## config.mk

```make
export PLATFORM = sky130hd
export DESIGN_NAME = shiftrow_pipe_flat
export DESIGN_NICKNAME = d
export VERILOG_FILES = /design/src/rtl/shiftrow_if.sv /design/src/rtl/shiftrow_pipe.sv /design/src/flat_wrapper.sv
export SDC_FILE = /design/constraint.sdc
export NUM_CORES = 1
export LEC_CHECK = 0
export ABC_CLOCK_PERIOD_IN_PS = 2200
export BUFFER_PORTS_ARGS = -buffer_cell sky130_fd_sc_hd__buf_4
export CELL_PAD_IN_SITES_DETAIL_PLACEMENT = 1
export CELL_PAD_IN_SITES_GLOBAL_PLACEMENT = 2
export CORE_MARGIN = 5
export CORE_UTILIZATION = 37
export DETAILED_ROUTE_END_ITERATION = 12
export PLACE_DENSITY_LB_ADDON = 0.3
export RECOVER_POWER = 50
export SKIP_CTS_REPAIR_TIMING = 1
export SYNTH_ARGS = -nofsm -noshare
export SYNTH_HDL_FRONTEND = slang
export SYNTH_SLANG_ARGS = --single-unit
```

## constraint.sdc

```tcl
create_clock -name clk -period 2.2 [get_ports clk]
set_clock_uncertainty 0.1 [all_clocks]
set_input_delay 0.22 -clock clk [delete_from_list [all_inputs] [get_ports clk]]
set_output_delay 0.22 -clock clk [all_outputs]
set_load 0.05 [all_outputs]
```

## src/rtl/shiftrow_if.sv

```systemverilog
// Handshake bundle for the shiftrow_pipe row-permutation stage.
// The master side produces blocks and consumes results; the slave side is the stage itself.
interface shiftrow_if #(
  parameter int NB    = 4,
  parameter int TAG_W = 8
) ();
  logic                in_valid;
  logic                in_ready;
  logic [1:0]          in_mode;
  logic [0:32*NB-1]    in_state;
  logic [TAG_W-1:0]    in_tag;
  logic                out_valid;
  logic                out_ready;
  logic [0:32*NB-1]    out_state;
  logic [TAG_W-1:0]    out_tag;
  logic                busy;

  modport master (
    output in_valid, in_mode, in_state, in_tag, out_ready,
    input  in_ready, out_valid, out_state, out_tag, busy
  );

  modport slave (
    input  in_valid, in_mode, in_state, in_tag, out_ready,
    output in_ready, out_valid, out_state, out_tag, busy
  );
endinterface

```

## src/rtl/shiftrow_pipe.sv

```systemverilog
// Registered Rijndael ShiftRows / InvShiftRows / bypass stage for Nb = 4, 6 or 8,
// with a 2-entry output FIFO so the stage sustains one block per cycle under backpressure.
module shiftrow_pipe #(
  parameter int NB    = 4,
  parameter int TAG_W = 8
) (
  input  logic       clk,
  input  logic       rst_n,
  shiftrow_if.slave  bus
);

  localparam int SW = 32 * NB;

  typedef logic [0:SW-1] state_t;

  typedef enum logic [1:0] {
    MODE_BYPASS  = 2'b00,
    MODE_FWD     = 2'b01,
    MODE_INV     = 2'b10,
    MODE_BYPASS2 = 2'b11
  } mode_e;

  generate
    if (!(NB == 4 || NB == 6 || NB == 8)) begin : g_bad_nb
      $error("shiftrow_pipe: NB must be 4, 6 or 8");
    end
  endgenerate

  // Rijndael uses a larger shift on rows 2 and 3 only for the 256-bit block.
  function automatic int row_shift(input int r);
    return (NB == 8 && r >= 2) ? r + 1 : r;
  endfunction

  // ---------------------------------------------------------------------------
  // Input-side permutation
  // ---------------------------------------------------------------------------
  state_t perm_state;
  mode_e  mode;

  assign mode = mode_e'(bus.in_mode);

  // NOTE: every variable written in a combinational block gets a default first,
  // otherwise an unlisted path holds its old value and a latch is inferred.
  always_comb begin
    perm_state = bus.in_state;
    case (mode)
      MODE_FWD: begin
        for (int r = 0; r < 4; r++) begin
          for (int c = 0; c < NB; c++) begin
            perm_state[8*(4*c+r) +: 8] = bus.in_state[8*(4*((c + row_shift(r)) % NB) + r) +: 8];
          end
        end
      end
      MODE_INV: begin
        for (int r = 0; r < 4; r++) begin
          for (int c = 0; c < NB; c++) begin
            perm_state[8*(4*c+r) +: 8] = bus.in_state[8*(4*((c + NB - row_shift(r)) % NB) + r) +: 8];
          end
        end
      end
      default: perm_state = bus.in_state;
    endcase
  end

  // ---------------------------------------------------------------------------
  // Two-entry output FIFO
  // ---------------------------------------------------------------------------
  state_t           mem_q [2];
  state_t           mem_d [2];
  logic [TAG_W-1:0] tag_q [2];
  logic [TAG_W-1:0] tag_d [2];
  logic             head_q, head_d;
  logic             tail_q, tail_d;
  logic [1:0]       count_q, count_d;
  logic             live_q, live_d;
  logic             in_xfer;
  logic             out_xfer;

  assign in_xfer  = bus.in_valid  & bus.in_ready;
  assign out_xfer = bus.out_valid & bus.out_ready;

  always_comb begin
    mem_d   = mem_q;
    tag_d   = tag_q;
    head_d  = head_q;
    tail_d  = tail_q;
    count_d = count_q;
    live_d  = 1'b1;

    if (in_xfer) begin
      mem_d[tail_q] = perm_state;
      tag_d[tail_q] = bus.in_tag;
      tail_d        = ~tail_q;
    end
    if (out_xfer) begin
      head_d = ~head_q;
    end

    case ({in_xfer, out_xfer})
      2'b10:   count_d = count_q + 2'd1;
      2'b01:   count_d = count_q - 2'd1;
      default: count_d = count_q;
    endcase
  end

  // NOTE: sequential state uses non-blocking assignments so every flop samples
  // the pre-edge values, independent of statement order.
  always_ff @(posedge clk or negedge rst_n) begin
    if (!rst_n) begin
      // NOTE: the buffer storage is reset too, so out_state reads zero after
      // reset rather than whatever the RAM-like array powered up with.
      for (int i = 0; i < 2; i++) begin
        mem_q[i] <= '0;
        tag_q[i] <= '0;
      end
      head_q  <= 1'b0;
      tail_q  <= 1'b0;
      count_q <= 2'd0;
      live_q  <= 1'b0;
    end else begin
      mem_q   <= mem_d;
      tag_q   <= tag_d;
      head_q  <= head_d;
      tail_q  <= tail_d;
      count_q <= count_d;
      live_q  <= live_d;
    end
  end

  // live_q keeps in_ready low while reset is held and releases it on the first clock after.
  assign bus.in_ready  = live_q & (count_q != 2'd2);
  assign bus.out_valid = (count_q != 2'd0);
  assign bus.busy      = (count_q != 2'd0);
  assign bus.out_state = mem_q[head_q];
  assign bus.out_tag   = tag_q[head_q];

endmodule
```

## src/flat_wrapper.sv

```systemverilog
// flat-port wrapper written by rule: the top's interface ports become plain ports
module shiftrow_pipe_flat 
#(
  parameter int NB    = 4,
  parameter int TAG_W = 8
)
  (clk, rst_n, bus_in_valid, bus_in_mode, bus_in_state, bus_in_tag, bus_out_ready, bus_in_ready, bus_out_valid, bus_out_state, bus_out_tag, bus_busy);
  shiftrow_if #(.NB(NB), .TAG_W(TAG_W)) bus_i ();
  input  logic clk;
  input  logic rst_n;
  input wire logic [$bits(bus_i.in_valid)-1:0] bus_in_valid;
  input wire logic [$bits(bus_i.in_mode)-1:0] bus_in_mode;
  input wire logic [$bits(bus_i.in_state)-1:0] bus_in_state;
  input wire logic [$bits(bus_i.in_tag)-1:0] bus_in_tag;
  input wire logic [$bits(bus_i.out_ready)-1:0] bus_out_ready;
  output wire logic [$bits(bus_i.in_ready)-1:0] bus_in_ready;
  output wire logic [$bits(bus_i.out_valid)-1:0] bus_out_valid;
  output wire logic [$bits(bus_i.out_state)-1:0] bus_out_state;
  output wire logic [$bits(bus_i.out_tag)-1:0] bus_out_tag;
  output wire logic [$bits(bus_i.busy)-1:0] bus_busy;
  assign bus_i.in_valid = bus_in_valid;
  assign bus_i.in_mode = bus_in_mode;
  assign bus_i.in_state = bus_in_state;
  assign bus_i.in_tag = bus_in_tag;
  assign bus_i.out_ready = bus_out_ready;
  assign bus_in_ready = bus_i.in_ready;
  assign bus_out_valid = bus_i.out_valid;
  assign bus_out_state = bus_i.out_state;
  assign bus_out_tag = bus_i.out_tag;
  assign bus_busy = bus_i.busy;
  shiftrow_pipe #(.NB(NB), .TAG_W(TAG_W)) u_core (.clk(clk), .rst_n(rst_n), .bus(bus_i));
endmodule
```

# Yosys cells after proc, flatten, opt, wreduce, memory -nomap -nowiden
# Cells that the tools add are included.
# W data, S select, Z words.
[word_totals] ff_bits=277 in_bits=142 output_inout_bits=139
[classes] n_lt_le_gt_ge=3 bitwise_logic=7 mux=14 n_reduce_logical=3 eq_ne=5 addsub=2
[ops] cell="$mux W128" n=4
[ops] cell="$bwmux W256" n=1
[ops] cell="$pmux W120 S2" n=1
[ops] cell="$demux W128 S1" n=1
[ops] cell="$mux W8" n=4
[ops] cell="$bwmux W16" n=1
[ops] cell="$demux W8 S1" n=1
[ops] cell="$eq A2 B1 Y1 const B" n=2
[ops] cell="$eq A2 B2 Y1 const B" n=2
[ops] cell="$ge A2 B2 Y1 const B" n=2
[ops] cell="$not A1 Y2" n=2
[ops] cell="$pmux W2 S2" n=1
[ops] cell="$reduce_bool A2 Y1" n=2
[ops] cell="$and A1 B1 Y1" n=3
[ops] cell="$add A2 B1 Y2 const B" n=1
[ops] cell="$lt A2 B1 Y1 const B" n=1
[ops] cell="$ne A2 B2 Y1 const B" n=1
[ops] cell="$not A1 Y1" n=2
[ops] cell="$sub A2 B1 Y2 const B" n=1
[ops] cell="$logic_and A1 B1 Y1" n=1

# Depth between registers and ports, before layout
# Gate-level depths: netlist of run 1.
[logic_depth] ltp_word=6 depth_mapped=8 depth_no_buf=6

# Least setup slack after synthesis of run 1
# OpenSTA, ideal clock, no wires.
[synth_timing] path_type="register to output" from="register u_core.head_q" to="output bus_out_state[104]" arrival_ps=1956 n_path_buf=3 stages_incl_launch_ff=5 t_required_ps=1880 slack_ps=-76 path_cell_list="dfrtp_1 -> clkbuf_1 -> clkbuf_1 -> clkbuf_1 -> o21ai_0"
[synth_between] elab_chain_cells=4
[synth_lines] item="start, declared" line="shiftrow_pipe.sv:72" source="logic head_q, head_d;"
[synth_lines] item="start signal, assigned" line="shiftrow_pipe.sv:116" source="head_q <= 1'b0;"
[synth_lines] item="start signal, assigned" line="shiftrow_pipe.sv:123" source="head_q <= head_d;"
[synth_lines] item="$not A1 Y2 (not written as such)" line="shiftrow_pipe.sv:134" source="assign bus.out_state = mem_q[head_q];"
[synth_lines] item="$mux W128 (not written as such) (3 in series)" line="shiftrow_pipe.sv:134"
[synth_lines] item="end, declared" line="flat_wrapper.sv:18" source="output wire logic [$bits(bus_i.out_state)-1:0] bus_out_state;"
# No other way between the ends. The select of a mux whose other input is x is not followed.

# Final worst setup path of run 1
[layout_timing] from="register u_core.head_q" to="output bus_out_state[126]"
# The elaborated chain is that of the path after synthesis.

==> metrics.md, run 1 <==
| Metric | Value |
|---|---|
| Post-synth top cells | `296 x mux2_2, 277 x dfrtp_1, 130 x inv_1` |
| Post-synth EDFFs | `0` |
| H-tree lvl count | `2` |
| NetSw | `15.3 mW` |
| Final GP Congestion | `0.798` |
| DR pass1 iterations | `4` |
| Top FF cell, synth | `dfrtp_1` |
| CP startpoint kind | `flop` |
| Most numerous cell in the Yosys netlist | `mux2_2` |
| Reg2Reg Depth | `5` |
| GR Overflow Total | `0` |
| Clk pwr share | `16.5%` |
| CP Class | `reg2out` |
| Vias | `10100` |
| Violated checks | `negative hold slack, negative setup slack` |
| Routed WL | `42800 µm` |
| CTS buffer count | `34` |
| Clk_lat worst skew | `0.49 ns` |
| IO Count | `281` |
| Worst-path maximum fanout | `31` |
| Worst Path Required | `1.88 ns` |
| Area contributors post-synth | `dfrtp_1 51%, mux2_2 24%, mux2i_1 4.7%, a221oi_1 4.1%, inv_1 3.6%` |
| Sequential fraction of design power | `26.2%` |
| R2R Setup Slk | `0.07 ns` |
| Finished Layout Cells | `1964` |
| Hold Path Class | `in2reg` |
| Reg-to-reg startpoint | `u_core.count_q[0]$_DFFE_PN0P_` |
| Hold Path End | `u_core.mem_q[74]$_DFFE_PN0P_` |
| Combinational Power Share | `57.3%` |
| Die Area | `0.0408 mm²` |
| Share of the synthesized area in the top cell type | `50.8%` |
| Hold path depth | `3` |
| Max cap viols | `0` |
| Worst setup EP type | `output port` |
| CTS Sinks | `277` |
| Max-slew violation count | `0` |
| Slowest cell delay on critical path | `0.44 ns` |
| Die width | `202 µm` |
| DR vias/cell | `5.13` |
| Vias in the first global route | `10500` |
| DPL Wire Length | `30000 µm` |
| Pin count of the biggest net entering global routing | `63` |
| Root buf cell | `clkbuf_16` |
| PnR worst setup slack | `-0.0151 ns` |
| Leading area contributor after synthesis | `dfrtp_1` |
| First-pass GRT wire length | `62800 µm` |
| F_max | `0.451 GHz` |
| Worst slew margin | `42.5%` |
| Core box area | `0.0365 mm²` |
| Final hold viol count | `10` |
| Post-DR wirelength/cell | `21.8 µm` |
| Die Ht | `202 µm` |
| Slowest CP cell | `dfrtp_4` |
| Placed Instances | `1813` |
| Yosys reg bits | `277` |
| Mapped Area | `0.0136 mm²` |
| Final setup fails | `6` |
| Hold_sp | `bus_in_state[10]` |
| Routed Antenna Nets | `0` |
| Status | `finished, violations left` |
| RSZ-0062 raised after global routing | `yes` |
| DRT iter0 DRCs | `336` |
| Internal power | `18.6 mW` |
| Fin crit share | `101%` |
| Final nets | `1616` |
| Clock Tree Buf Depth | `3` |
| Syn_area_per_cell | `12.3 µm²` |
| WHS | `-0.0434 ns` |
| Yosys warning count | `0` |
| Total track usage | `19.4%` |
| Net Sw Frac | `45.2%` |
| Layout cells sized above 1 | `47.2%` |
| Synth Net Count | `1255` |
| Reg2reg end | `u_core.mem_q[20]$_DFFE_PN0P_` |
| Cells after synthesis | `1110` |
| Rows | `70` |
| Sequential area share after synthesis | `50.8%` |
| Fillers | `3777` |
| TritonCTS clock tree | `done` |
| VDD IR max | `0.00130 V` |
| Initial antenna violation count | `1` |
| Leak Pwr | `8.81 nW` |
| Clock period minus worst slack | `2.22 ns` |
| Clock transition at path regs | `0.06 ns` |
| Pre-CTS setup slack | `0.279 ns` |
| Port Buffers | `280` |
| Post-synth ARST share | `100%` |
| Drt drc | `0` |
| Crit-path cells | `buf_8 -> buf_16 -> mux2_2 -> buf_4` |
| Yosys cell types | `28` |
| Overall power | `34.0 mW` |
| Worst-margin pin slew | `0.862 ns` |
| Pwr per Cell Area | `1820 mW/mm²` |
| Syn-to-layout area delta | `37.0%` |
| Critical Path AT | `1.90 ns` |
| Initial Utilization | `37.4%` |
==> state kept, by name (all words and copies together) (netlist names) <==
signal and flops:
u_core.head_q 1, u_core.tag_q 16, u_core.tail_q 1, u_core.mem_q 256, u_core.live_q 1, u_core.count_q 2
==> power groups by stage <==
| stage | registers, mW | clock network [mW] | logic, mW |
|---|---|---|---|
| 2_1_floorplan | 8.49 | 0 | 13.1 |
| 3_3_place_gp | 8.82 | 0 | 18.3 |
| 3_5_place_dp | 8.97 | 0 | 18.5 |
| 4_1_cts | 8.91 | 5.79 | 18.6 |
| 5_1_grt | 9.14 | 6.00 | 20.5 |
| 6_report | 8.89 | 5.61 | 19.5 |
==> area by class of cell <==
type | instances | area [µm²] | area share [%]
clock inverters | 8 | 93.8 | 0.502
flip-flops and latches | 277 | 6940 | 37.1
diodes | 3 | 7.51 | 0.0402
inverters | 130 | 488 | 2.61
repair buffers | 410 | 3740 | 20.0
well taps | 468 | 586 | 3.13
multi-input cells | 618 | 5820 | 31.1
clock buffers | 50 | 1020 | 5.47
==> worst max-delay path by stage <==
stage	start	to	slack, ns	cells after the start
detailed placement	bus_in_mode[0]	u_core.mem_q[136]$_DFFE_PN0P_	0.28	7
CTS	u_core.head_q$_DFFE_PN0P_	bus_out_state[25]	-0.17	3
global route	u_core.head_q$_DFFE_PN0P_	bus_out_state[126]	-0.08	4
floorplan	u_core.head_q$_DFFE_PN0P_	bus_out_state[104]	-0.08	4
finish	u_core.head_q$_DFFE_PN0P_	bus_out_state[126]	-0.02	4
global placement	bus_in_mode[0]	u_core.mem_q[136]$_DFFE_PN0P_	0.31	7
==> kinds of logic after synthesis <==
group	share of synthesized area (%)
flops	50.8
buf+inv	6.95
mux	30.9
simple gates	1.30
fa+ha+maj	0.275
compound gates	9.46
xor+xnor	0.321
other cells	0.0275
==> worst max-delay path, delay by kind of cell (launching register included) <==
family                 cells  cell delay (ns)
buffers and inverters      3             0.56
flip-flops                 1             0.44
multiplexers               1             0.37
==> per-layer routing <==
| layer | vias to the layer above | wire length, µm | track usage (%) |
|---|---|---|---|
| met2 | 216 | 20800 | 31.7 |
| met3 | 45 | 2240 | 4.80 |
| met5 | - | 0 | 0 |
| met4 | 0 | 750 | 4.03 |
| li1 | 4654 | - | - |
| met1 | 5167 | 19000 | 26.3 |
==> stage by stage <==
step                util [%]  TNS [ns]  instance area [µm²]
floorplan                  -    -0.911                13600
global placement        45.2         0                16500
detailed placement      45.2         0                16500
CTS                     48.2     -9.87                17600
global route            51.2     -2.97                18700
finish                  51.2   -0.0273                18700
==> placed cells by master (no fill, tap or decap), drive strengths merged <==
cell           n
a21oi         64
a221oi        64
a22oi         32
and2           2
and4b          1
buf          317
bufinv         2
clkbuf        61
clkinv         5
conb           1
dfrtp        277
diode          3
dlygate4sd3   82
ha             3
inv          131
mux2         312
mux2i         64
nand2         32
nand2b         1
nand3          1
nand4          1
nor2           1
o21ai         32
o21ba          1
or2            1
xnor2          3
xor2           2
Note: power is estimated with default switching activity, not from simulation.
==> run 2: changes to the inputs <==
--- a/config.mk
+++ b/config.mk
@@ -5,6 +5,7 @@
 export SDC_FILE = /design/constraint.sdc
 export NUM_CORES = 1
 export LEC_CHECK = 0
+export ABC_AREA = 0
 export ABC_CLOCK_PERIOD_IN_PS = 2200
 export BUFFER_PORTS_ARGS = -buffer_cell sky130_fd_sc_hd__buf_4
 export CELL_PAD_IN_SITES_DETAIL_PLACEMENT = 1
@@ -14,7 +15,6 @@
 export DETAILED_ROUTE_END_ITERATION = 12
 export PLACE_DENSITY_LB_ADDON = 0.3
 export RECOVER_POWER = 50
-export SKIP_CTS_REPAIR_TIMING = 1
 export SYNTH_ARGS = -nofsm -noshare
 export SYNTH_HDL_FRONTEND = slang
 export SYNTH_SLANG_ARGS = --single-unit
==> run 2 against run 1 <==
  * The run ends with negative setup slack left
  * Critical endpoint is now bus_out_state[50]
  * Clock power about the same
  * Register-to-register slack improved by 0.19 ns
  * Sequential share of layout area shrank 0.84 points
  * Clock-buffer cell count is the same
  * Total power increased by 2.8%
  * Combinational power is 5% higher
  * Flip-flop and latch count is the same
  * Critical path depth unchanged
  * Global-route usage grew 1.2 points
  * First-iteration DRC count rose by 8.6%
  * Utilization grew 1.2 points
==> metrics.md, run 2 (synthesis results as in run 1) <==
| Metric | Value |
|---|---|
| Most frequent cells in the layout | `289 x mux2_2, 276 x dfrtp_1, 215 x buf_4, 130 x inv_1, 91 x dlygate4sd3_1` |
| Crit-path cells | `buf_12 -> buf_12 -> mux2_2 -> buf_4` |
| Vias | `10200` |
| Top reg by flops | `u_core.mem_q` |
| Routed Antenna Nets | `0` |
| Clock transition at path regs | `0.06 ns` |
| Initial antenna violation count | `2` |
| Pin count of the biggest net entering global routing | `59` |
| Largest registers | `u_core.mem_q: 256 flops, u_core.tag_q: 16 flops, u_core.count_q: 2 flops` |
| Final setup fails | `1` |
| Initial Utilization | `37.4%` |
| Syn-to-layout area delta | `40.2%` |
| Die Area | `0.0408 mm²` |
| Post-DR wirelength/cell | `22.0 µm` |
| Worst Path Required | `1.88 ns` |
| First-pass GRT wire length | `66500 µm` |
| PnR worst setup slack | `-0.00970 ns` |
| VDD IR max | `0.00115 V` |
| Worst slew margin | `42.2%` |
| Final nets | `1627` |
| Max-slew violation count | `0` |
| Max cap viols | `0` |
| Vias in the first global route | `11100` |
| Most used cell, CP | `buf_12` |
| DRT iter0 DRCs | `365` |
| Hold Path Class | `in2reg` |
| Slowest CP cell | `dfrtp_4` |
| Fillers | `3726` |
| H-tree lvl count | `2` |
| Critical Path AT | `1.89 ns` |
| Total track usage | `20.5%` |
| Worst-path maximum fanout | `15` |
| Core box area | `0.0365 mm²` |
| Violated checks | `negative setup slack` |
| Slowest cell delay on critical path | `0.45 ns` |
| Final hold viol count | `0` |
| F_max | `0.453 GHz` |
| Pwr per Cell Area | `1830 mW/mm²` |
| Root buf cell | `clkbuf_16` |
| WHS | `0.0992 ns` |
| GR Overflow Total | `0` |
| Port Buffers | `280` |
| Status | `finished, violations left` |
| IO Count | `281` |
| Worst setup EP type | `output port` |
| Clock Tree Buf Depth | `3` |
| CTS buffer count | `34` |
| Routed WL | `43500 µm` |
| DR pass1 iterations | `6` |
| RSZ-0062 raised after global routing | `yes` |
| Fin crit share | `100%` |
| Rows | `70` |
| CP startpoint kind | `flop` |
| CTS Sinks | `277` |
| Max reg flops | `256` |
| Pre-CTS setup slack | `0.279 ns` |
| Final GP Congestion | `0.798` |
| Drt drc | `0` |
| Clk_lat worst skew | `0.49 ns` |
| DR vias/cell | `5.18` |
| Clock period minus worst slack | `2.21 ns` |
| CP Class | `reg2out` |
| Worst-margin pin slew | `0.866 ns` |
| DPL Wire Length | `30000 µm` |
| Die Ht | `202 µm` |
| TritonCTS clock tree | `done` |
| Layout cells sized above 1 | `48.0%` |
| Leak Pwr | `8.97 nW` |
| Die width | `202 µm` |
| Commonest non-fill, non-tap cell in the layout | `mux2_2` |
## run 2: cell types whose count changed in the layout (fill, tap and decap cells not counted), sizes merged
cell / previous run / this run
buf: 317 / 320
dlygate4sd3: 82 / 91
bufbuf: 0 / 2
diode: 3 / 1
clkbuf: 61 / 58
## run 2: area by class of cell
class / count / area, µm² / share of cell area, %
diodes: 1 / 2.50 / 0.0131
clock buffers: 50 / 1020 / 5.34
clock inverters: 8 / 93.8 / 0.491
inverters: 130 / 488 / 2.55
multi-input cells: 618 / 5930 / 31.0
flip-flops and latches: 277 / 6940 / 36.3
well taps: 468 / 586 / 3.06
repair buffers: 421 / 4080 / 21.3
## run 2: per-layer routing
metal | global-route usage [%] | vias to the layer above | wire length (µm)
met4 | 5.30 | 2 | 977
met2 | 34.2 | 241 | 21200
met5 | 0 | - | 13
met3 | 4.96 | 59 | 2340
li1 | - | 4669 | -
met1 | 27.0 | 5243 | 19000
## run 2: worst paths after layout
check	slack [ns]	to	startpoint	cells past startpoint
worst max-delay path	-0.01	bus_out_state[50]	u_core.head_q$_DFFE_PN0P_	4
worst min-delay path	0.1	u_core.mem_q[52]$_DFFE_PN0P_	bus_in_state[52]	4
worst max register to register	0.26	u_core.mem_q[220]$_DFFE_PN0P_	u_core.count_q[0]$_DFFE_PN0P_	4
worst min register to register	0.40	u_core.mem_q[119]$_DFFE_PN0P_	u_core.mem_q[119]$_DFFE_PN0P_	1
max in group asynchronous	0.62	u_core.mem_q[92]$_DFFE_PN0P_	rst_n	3
min in group asynchronous	0.11	u_core.mem_q[41]$_DFFE_PN0P_	rst_n	2
## run 2: what timing repair did
action / CTS / global route
buffers inserted: 5 / 0
resized for setup: 84 / 76
setup endpoints to repair: 109 / 100
hold buffers: 91 / 0
hold endpoints to repair: 277 / 0
gates cloned: 2 / 3
pin swaps: 1 / 0
## run 2: power by group
| group | internal [mW] | switching [mW] |
|---|---|---|
| Sequential | 7.66 | 1.23 |
| Clock | 3.44 | 2.17 |
| Combinational | 8.21 | 12.2 |
| Total | 19.3 | 15.6 |
## run 2: critical path: cells and delay by family, from the launching register on
kind / cells / cell delay [ns]
mux: 1 / 0.39
flops: 1 / 0.45
buf+inv: 3 / 0.53
## run 2: metrics by stage
step	area [µm²]	setup TNS, ns	utilization, %	power (mW)	std cells
2_1_floorplan	13600	-0.911	-	21.6	1110
3_3_place_gp	16500	0	45.2	27.1	1813
3_5_place_dp	16500	0	45.2	27.5	1813
4_1_cts	18900	-0.885	51.7	34.4	1969
5_1_grt	19100	-2.15	52.4	36.6	1973
6_report	19100	-0.00970	52.4	34.9	1973
